--- config.mk ---
export PLATFORM = sky130hd
export DESIGN_NAME = serial_addsub_unit_flat
export DESIGN_NICKNAME = d
export VERILOG_FILES = /design/src/rtl/serial_addsub_unit_if.sv /design/src/rtl/serial_addsub_unit.sv /design/src/flat_wrapper.sv
export SDC_FILE = /design/constraint.sdc
export NUM_CORES = 1
export LEC_CHECK = 0
export CORE_ASPECT_RATIO = 1.1
export CORE_MARGIN = 3
export CORE_UTILIZATION = 41
export DETAILED_ROUTE_END_ITERATION = 6
export PLACE_DENSITY = 0.64
export SYNTH_ARGS = -nofsm -noshare
export SYNTH_HDL_FRONTEND = slang
export SYNTH_SLANG_ARGS = --single-unit
--- constraint.sdc ---
create_clock -name clk -period 3.3 [get_ports clk]
set_input_delay 0.825 -clock clk [delete_from_list [all_inputs] [get_ports clk]]
set_output_delay 0.825 -clock clk [all_outputs]
set_load 0.02 [all_outputs]
--- src/rtl/serial_addsub_unit_if.sv ---
// serial_addsub_unit_if
//   Bundles the request and result signals of the bit-serial adder/subtractor.
//
//   Signals:
//     start  - request; sampled only while busy is low
//     op     - 0 = add (a + b), 1 = subtract (a - b); captured with start
//     a, b   - operands; captured with start
//     busy   - high while an operation is in flight
//     done   - one-cycle pulse; result and flags are valid from this cycle on
//     result - sum/difference modulo 2^WIDTH
//     cout   - final carry (on subtract, 1 = no borrow)
//     ovf    - two's-complement overflow
//     zero   - result == 0
//
//   Handshake: a request is accepted on a rising clock edge where start=1
//   and busy=0. There is no backpressure and no queuing: start seen while
//   busy=1 (including the done cycle) is dropped. Each accepted request
//   produces exactly one done pulse unless reset intervenes.
interface serial_addsub_unit_if #(
    parameter int WIDTH = 8
);
    logic             start;
    logic             op;
    logic [WIDTH-1:0] a;
    logic [WIDTH-1:0] b;
    logic             busy;
    logic             done;
    logic [WIDTH-1:0] result;
    logic             cout;
    logic             ovf;
    logic             zero;

    modport master (
        output start, op, a, b,
        input  busy, done, result, cout, ovf, zero
    );

    modport slave (
        input  start, op, a, b,
        output busy, done, result, cout, ovf, zero
    );
endinterface

--- src/rtl/serial_addsub_unit.sv ---
// serial_addsub_unit
//   Bit-serial adder/subtractor. One operation per accepted start, one bit
//   per clock, LSB first. Subtraction is A + ~B + 1, with the +1 supplied
//   as the initial carry.
//
//   Ports:
//     clk       - system clock, rising edge
//     rst_n     - synchronous active-low reset
//     bus       - request/result bundle (slave side)
//     state_dbg - current FSM state (0 = IDLE, 1 = RUN, 2 = FIN)
//
//   Timing: accept at edge k, bits processed on edges k+1..k+WIDTH, done
//   high for the cycle after edge k+WIDTH, back to IDLE at edge k+WIDTH+1.
module serial_addsub_unit #(
    parameter int WIDTH = 8
) (
    input  logic                 clk,
    input  logic                 rst_n,
    serial_addsub_unit_if.slave  bus,
    output logic [1:0]           state_dbg
);
    localparam int CW = $clog2(WIDTH);

    typedef enum logic [1:0] {
        IDLE = 2'd0,
        RUN  = 2'd1,
        FIN  = 2'd2
    } state_t;

    state_t           state;
    logic [CW-1:0]    cnt;
    logic [WIDTH-1:0] sh_a;
    logic [WIDTH-1:0] sh_b;
    logic [WIDTH-1:0] sh_r;
    logic             c;
    logic             c_msb_in;

    logic             s;
    logic             c_next;
    logic [WIDTH-1:0] r_next;
    logic             last_bit;
    logic             msb_carry_bit;

    // Full-adder slice on the current LSBs; the sum enters the result at
    // the MSB so after WIDTH shifts bit 0 has reached position 0.
    always_comb begin
        s             = sh_a[0] ^ sh_b[0] ^ c;
        c_next        = (sh_a[0] & sh_b[0]) | (sh_a[0] & c) | (sh_b[0] & c);
        r_next        = {s, sh_r[WIDTH-1:1]};
        last_bit      = (cnt == CW'(WIDTH - 1));
        msb_carry_bit = (cnt == CW'(WIDTH - 2));
    end

    assign state_dbg = state;

    always_ff @(posedge clk) begin
        if (!rst_n) begin
            state      <= IDLE;
            cnt        <= '0;
            sh_a       <= '0;
            sh_b       <= '0;
            sh_r       <= '0;
            c          <= 1'b0;
            c_msb_in   <= 1'b0;
            bus.busy   <= 1'b0;
            bus.done   <= 1'b0;
            bus.result <= '0;
            bus.cout   <= 1'b0;
            bus.ovf    <= 1'b0;
            bus.zero   <= 1'b0;
        end else begin
            case (state)
                IDLE: begin
                    bus.done <= 1'b0;
                    if (bus.start) begin
                        sh_a     <= bus.a;
                        sh_b     <= bus.op ? ~bus.b : bus.b;
                        c        <= bus.op;
                        cnt      <= '0;
                        sh_r     <= '0;
                        bus.busy <= 1'b1;
                        state    <= RUN;
                    end
                end
                RUN: begin
                    sh_a <= sh_a >> 1;
                    sh_b <= sh_b >> 1;
                    sh_r <= r_next;
                    c    <= c_next;
                    cnt  <= cnt + 1'b1;
                    // Carry into the MSB, needed for the overflow flag.
                    if (msb_carry_bit) begin
                        c_msb_in <= c_next;
                    end
                    if (last_bit) begin
                        bus.result <= r_next;
                        bus.cout   <= c_next;
                        bus.ovf    <= c_msb_in ^ c_next;
                        bus.zero   <= (r_next == '0);
                        bus.done   <= 1'b1;
                        state      <= FIN;
                    end
                end
                FIN: begin
                    bus.done <= 1'b0;
                    bus.busy <= 1'b0;
                    state    <= IDLE;
                end
                default: begin
                    state <= IDLE;
                end
            endcase
        end
    end
endmodule

--- src/flat_wrapper.sv ---
// flat-port wrapper written by rule: the top's interface ports become plain ports
module serial_addsub_unit_flat 
#(
    parameter int WIDTH = 8
)
  (clk, rst_n, state_dbg, bus_start, bus_op, bus_a, bus_b, bus_busy, bus_done, bus_result, bus_cout, bus_ovf, bus_zero);
  serial_addsub_unit_if #(.WIDTH(WIDTH)) bus_i ();
  input  logic clk;
  input  logic rst_n;
  output logic [1:0] state_dbg;
  input wire logic [$bits(bus_i.start)-1:0] bus_start;
  input wire logic [$bits(bus_i.op)-1:0] bus_op;
  input wire logic [$bits(bus_i.a)-1:0] bus_a;
  input wire logic [$bits(bus_i.b)-1:0] bus_b;
  output wire logic [$bits(bus_i.busy)-1:0] bus_busy;
  output wire logic [$bits(bus_i.done)-1:0] bus_done;
  output wire logic [$bits(bus_i.result)-1:0] bus_result;
  output wire logic [$bits(bus_i.cout)-1:0] bus_cout;
  output wire logic [$bits(bus_i.ovf)-1:0] bus_ovf;
  output wire logic [$bits(bus_i.zero)-1:0] bus_zero;
  assign bus_i.start = bus_start;
  assign bus_i.op = bus_op;
  assign bus_i.a = bus_a;
  assign bus_i.b = bus_b;
  assign bus_busy = bus_i.busy;
  assign bus_done = bus_i.done;
  assign bus_result = bus_i.result;
  assign bus_cout = bus_i.cout;
  assign bus_ovf = bus_i.ovf;
  assign bus_zero = bus_i.zero;
  serial_addsub_unit #(.WIDTH(WIDTH)) u_core (.clk(clk), .rst_n(rst_n), .bus(bus_i), .state_dbg(state_dbg));
endmodule
=== After elaboration in Yosys (flattened, before gate mapping) ===
Index checks and enable logic that the tools add are counted.

* Register bits after elaboration: 44
* Input bits: 20
* Output and inout bits: 15
* Logic and storage cells: 59

* Add/subtract/negate cells: 1
* Equality and inequality tests: 6
* Muxes and demuxes: 18
* Bitwise logic cells: 9
* Reductions and logical operators: 12

{| class="wikitable"
|+ Operators with widths
! kind !! count
|-
| $pmux 8 s2 || 3
|-
| $mux 8 || 4
|-
| $reduce_and 2->1 || 6
|-
| $logic_not 8->1 || 1
|-
| $not 8->8 || 1
|-
| $eq 3x3->1 const B || 2
|-
| $pmux 1 s2 || 3
|-
| $pmux 3 s2 || 1
|-
| $reduce_bool 2->1 || 3
|-
| $mux 2 || 2
|-
| $pmux 2 s2 || 1
|-
| $add 3x1->3 const B || 1
|-
| $and 1x1->1 || 3
|-
| $mux 1 || 3
|-
| $mux 3 || 1
|-
| $xor 1x1->1 || 3
|-
| $eq 2x1->1 const B || 1
|-
| $eq 2x2->1 const B || 1
|-
| $logic_not 2->1 || 1
|-
| $ne 2x1->1 const B || 1
|-
| $ne 2x2->1 const B || 1
|-
| $or 1x1->1 || 2
|-
| $reduce_or 2->1 || 1
|}

=== Depth between registers and ports, before layout ===
* Word-level depth: 4
* Depth in mapped cells: 6
* Mapped depth without buffers: 5

=== Least setup slack after synthesis ===
OpenSTA, ideal clock, no wires.

* Path kind: in2reg
* Start point: input bus_start
* End point: register u_core.sh_a[3]
* Library setup time: 0.119 ns
* Data arrival time: 1.374 ns
* Required time: 3.181 ns
* Slack: 1.807 ns
* Cell stages on the path: 4
* Path buffers: 1
* Cells stage by stage: o21ba_2 buf_2 o21ai_0 a21oi_1

* Cells in the longest elaborated chain, start to end: 2

{| class="wikitable"
|+ Ends and longest elaborated chain
! element !! line !! source
|-
| start, declared || flat_wrapper.sv:11 || <nowiki>input wire logic [$bits(bus_i.start)-1:0] bus_start;</nowiki>
|-
| $ne 2x2->1 (no line) || -- ||
|-
| $reduce_and 2->1 (no line) || -- ||
|-
| end signal, assigned || serial_addsub_unit.sv:76 || <nowiki>sh_a <= bus.a;</nowiki>
|-
| end signal, assigned || serial_addsub_unit.sv:86 || <nowiki>sh_a <= sh_a >> 1;</nowiki>
|-
| end, declared || serial_addsub_unit.sv:32 || <nowiki>logic [WIDTH-1:0] sh_a;</nowiki>
|}

Every way passes these cells.
A chain may end at the register's enable or synchronous reset.

=== Worst setup path in the final report ===
* Start point: register u_core.state[0] (netlist: u_core.state_dbg[0])
* End point: output state_dbg[0]

{| class="wikitable"
|+ RTL lines
! element !! line !! source
|-
| start, declared || serial_addsub_unit.sv:30 || <nowiki>state_t state;</nowiki>
|-
| start signal, assigned || serial_addsub_unit.sv:58 || <nowiki>state <= IDLE;</nowiki>
|-
| start signal, assigned || serial_addsub_unit.sv:82 || <nowiki>state <= RUN;</nowiki>
|-
| start signal, assigned || serial_addsub_unit.sv:101 || <nowiki>state <= FIN;</nowiki>
|-
| end, declared || flat_wrapper.sv:10 || <nowiki>output logic [1:0] state_dbg;</nowiki>
|}

No word-level cell between the ends.

==> results.tsv <==
stage	metric	value	unit
synthesis	synthesized area	1790	um2
critical_path	Crit path depth	1	
critical_path	CP max stage cell	clkdlybuf4s50_1	
sta	measured slew at the worst slew-check pin	0.867	ns
floorplan	Initial Util	0.439	
grt	initial antenna violation count	0	
critical_path	CP arrival	1.53	ns
synthesis	synth top area cells	dfxtp_1, a21oi_1, nand2_1	
sta	Final Slew Violations	0	
placed_design	placed insts	275	
cts	Worst-Skew Late Latency	0.30	ns
power_and_ir_drop	switching power	253	uW
drt	Vias/cell	5.24	
synthesis	Yosys cell types	32	
drt	Remaining DRCs	0	
synthesis	Cells after Synth	203	
sta	period utilization	0.714	
cts	post-CTS setup repair buffer count	0	
critical_path	critical path startpoint category	register	
synthesis	synthesis-stage register bit count	43	
synthesis	area leader, netlist	dfxtp_1	
grt	Tot GR Track Use	0.139	
grt	first-pass GRT wire length	5870	um
job	maxcap violations	0	
critical_path	worst r2r dst	u_core.sh_a[7]	
cts	H-tree depth	2	
cells_and_area	FILL cells	399	
placed_design	DPL Wire Length	2290	um
power_and_ir_drop	Comb pwr share	0.106	
cts	Longest Clk Path Bufs	2	
cts	CTS tree	built	
cells_and_area	non-filler cells in the finished layout	283	
critical_path	Crit Path Category	reg -> out	
floorplan	I/O pins	35	
hold_path	worst min path class	reg -> reg	
sta	# setup viols final	0	
drt	antenna-violating nets left	0	
critical_path	R2R setup slack	1.72	ns
power_and_ir_drop	Clock power frac	0.388	
power_and_ir_drop	switch share	0.232	
run_status	run status	completed	
cts	clock root buffer	clkbuf_8	
drt	WL final	3470	um
cts	Clock transition at path regs	0.08	ns
cells_and_area	layout cells sized above 1	0.0649	
grt	total gr overflow	0	
critical_path	worst-path cell chain	clkdlybuf4s50_1	
cts	CTS Buf Count	5	
cells_and_area	n_diodes	0	
drt	First-pass DRT Iterations	4	
synthesis	yosys warns	0	
critical_path	delay-heaviest family, CP	buffers and inverters	
power_and_ir_drop	Lkg Pwr	0.000806	uW
power_and_ir_drop	cell-internal power	838	uW
power_and_ir_drop	PwrDens	488	nW/um2
synthesis	sequential fraction of the synthesis area	0.480	
synthesis	syn avg cell area	8.84	um2
power_and_ir_drop	VDD IR max	0.241	mV
floorplan	Die Ht	75.4	um
sta	Hold Vio Cnt, Final	0	
sta	Setup Skew	0.00546	ns
cts	# hold bufs at CTS	0	
floorplan	Die ar.	5210	um2
placed_design	Area after DPL	2120	um2
drt	DR vias	1482	
critical_path	RR Startpoint	u_core.state_dbg[0]	
critical_path	Critical Path RT	2.47	ns
cts	CTS sink count	43	
sta	Slew headroom	0.422	
synthesis	share of the synthesized area in the top cell type	0.480	
critical_path	Crit. End Element	output pin	
power_and_ir_drop	Sequential Power Share	0.506	
cells_and_area	post-layout instance area	2240	um2
critical_path	Worst Setup EP	state_dbg[0]	
sta	RSZ-0062 raised after global routing	false	
cells_and_area	most common cell after layout, fill and taps aside	dfxtp_1	
placed_design	IO buf count	34	
synthesis	Synthesized Nets	227	
grt	largest net degree at the start of global routing	28	
grt	vias in the first global route	1346	
critical_path	Worst R2R Path Depth	3	
cts	Post-CTS Resized	0	
sta	Fin Setup TNS	0	ns
floorplan	Core Area	4080	um2
drt	Starting DRT DRC Count	110	
sta	hold slack	0.454	ns
critical_path	worst-path maximum fanout	11	
placed_design	GP Congestion	0.722	
cells_and_area	final net count	254	
cells_and_area	Layout area overhead	24.7	%
drt	wire per inst	12.3	um
critical_path	WP buf/inv	1	
sta	maximum clock rate	0.424	GHz
critical_path	slowest stage delay, CP	0.68	ns
critical_path	Critical Path Start	u_core.state_dbg[0]	
cells_and_area	commonest non-fill, non-tap cells in the layout	dfxtp_1, nand2_1, clkdlybuf4s50_1, a21oi_1, nor2_1	
floorplan	cell row count	24	
sta	post-layout minimum cycle time	2.36	ns
floorplan	Die X	69.1	um
[layout make-up]
class,count,area [um2],share of cell area
clock buffer,6,82.6,0.0369
timing repair buffer,35,348,0.155
inverter,3,11.3,0.00503
multi-input combinational,142,835,0.373
clock inverter,2,35.0,0.0157
sequential,43,861,0.385
tap,52,65.1,0.0291
[layer usage]
metal | up-vias | part of all wire | track usage
met4 | 0 | 0.020 | 0.0651
met2 | 36 | 0.44 | 0.237
met1 | 674 | 0.49 | 0.165
li1 | 765 | - | -
met5 | - | 0 | 0
met3 | 7 | 0.052 | 0.0396
[tightest hold or removal path, delay by kind of cell (launching register included)]
family	cells	cell delay, ns
simple gates	1	0.05
flops	1	0.31
compound gates	1	0.05
[cells in the mapped netlist, drive strengths merged]
cell type / count
and3b: 1
clkbuf: 4
inv: 2
mux2i: 1
nand3: 8
fa: 1
xor2: 6
dfxtp: 43
o21ai: 9
o21bai: 1
nor4: 2
a211oi: 3
nand4: 1
ha: 3
a21oi: 30
buf: 11
nor2: 12
nand2: 37
o221ai: 7
clkinv: 1
nor3b: 1
o21ba: 1
and2b: 1
a22oi: 10
xnor2: 3
nand2b: 2
nand3b: 1
and2: 1
[stage by stage]
stage	util	setup WS, ns	total power (uW)
floorplan	-	1.81	642
global placement	0.519	0.627	680
detailed placement	0.519	0.633	680
CTS	0.548	0.919	1100
global route	0.548	0.749	1130
finish	0.548	0.943	1090
[registers in the layout, indices dropped and copies added (netlist names)]
name,cells
u_core.bus.busy,1
u_core.bus.cout,1
u_core.bus.done,1
u_core.bus.ovf,1
u_core.bus.result,8
u_core.bus.zero,1
u_core.c,1
u_core.c_msb_in,1
u_core.cnt,3
u_core.sh_a,8
u_core.sh_b,8
u_core.sh_r,7
u_core.state_dbg,2
[worst min-delay path by stage]
| stage | slack [ns] | to | start | depth (start not counted) |
|---|---|---|---|---|
| after floorplan | 0.45 | u_core.bus.result[0] | u_core.sh_r[1] | 2 |
| after global placement | 0.44 | u_core.bus.done | u_core.bus.done | 2 |
| after detailed placement | 0.45 | u_core.bus.result[4] | u_core.bus.result[4] | 2 |
| after CTS | 0.46 | u_core.bus.result[4] | u_core.bus.result[4] | 2 |
| after global routing | 0.47 | u_core.bus.zero | u_core.bus.zero | 2 |
| final | 0.45 | u_core.bus.done | u_core.bus.done | 2 |
[power groups by stage]
| stage | logic (uW) | registers [uW] | clock network, uW |
|---|---|---|---|
| 3_3_place_gp | 116 | 564 | 0 |
| 6_report | 116 | 552 | 423 |
| 2_1_floorplan | 80.3 | 561 | 0 |
| 3_5_place_dp | 117 | 564 | 0 |
| 4_1_cts | 117 | 552 | 435 |
| 5_1_grt | 131 | 555 | 449 |
[kinds of logic (layout without fill, tap and decap cells)]
kind of cell             after synthesis  after routing  share of synthesized area
buffers and inverters                 18             46                     0.0551
flip-flops                            43             43                      0.480
AO/OA/AOI/OAI                         61             61                      0.216
multiplexers                           1              1                    0.00558
AND/OR/NAND/NOR                       67             67                      0.167
adder cells (fa/ha/maj)                4              4                     0.0321
XOR/XNOR                               9              9                     0.0439
Note: power is estimated with default switching activity, not from simulation.
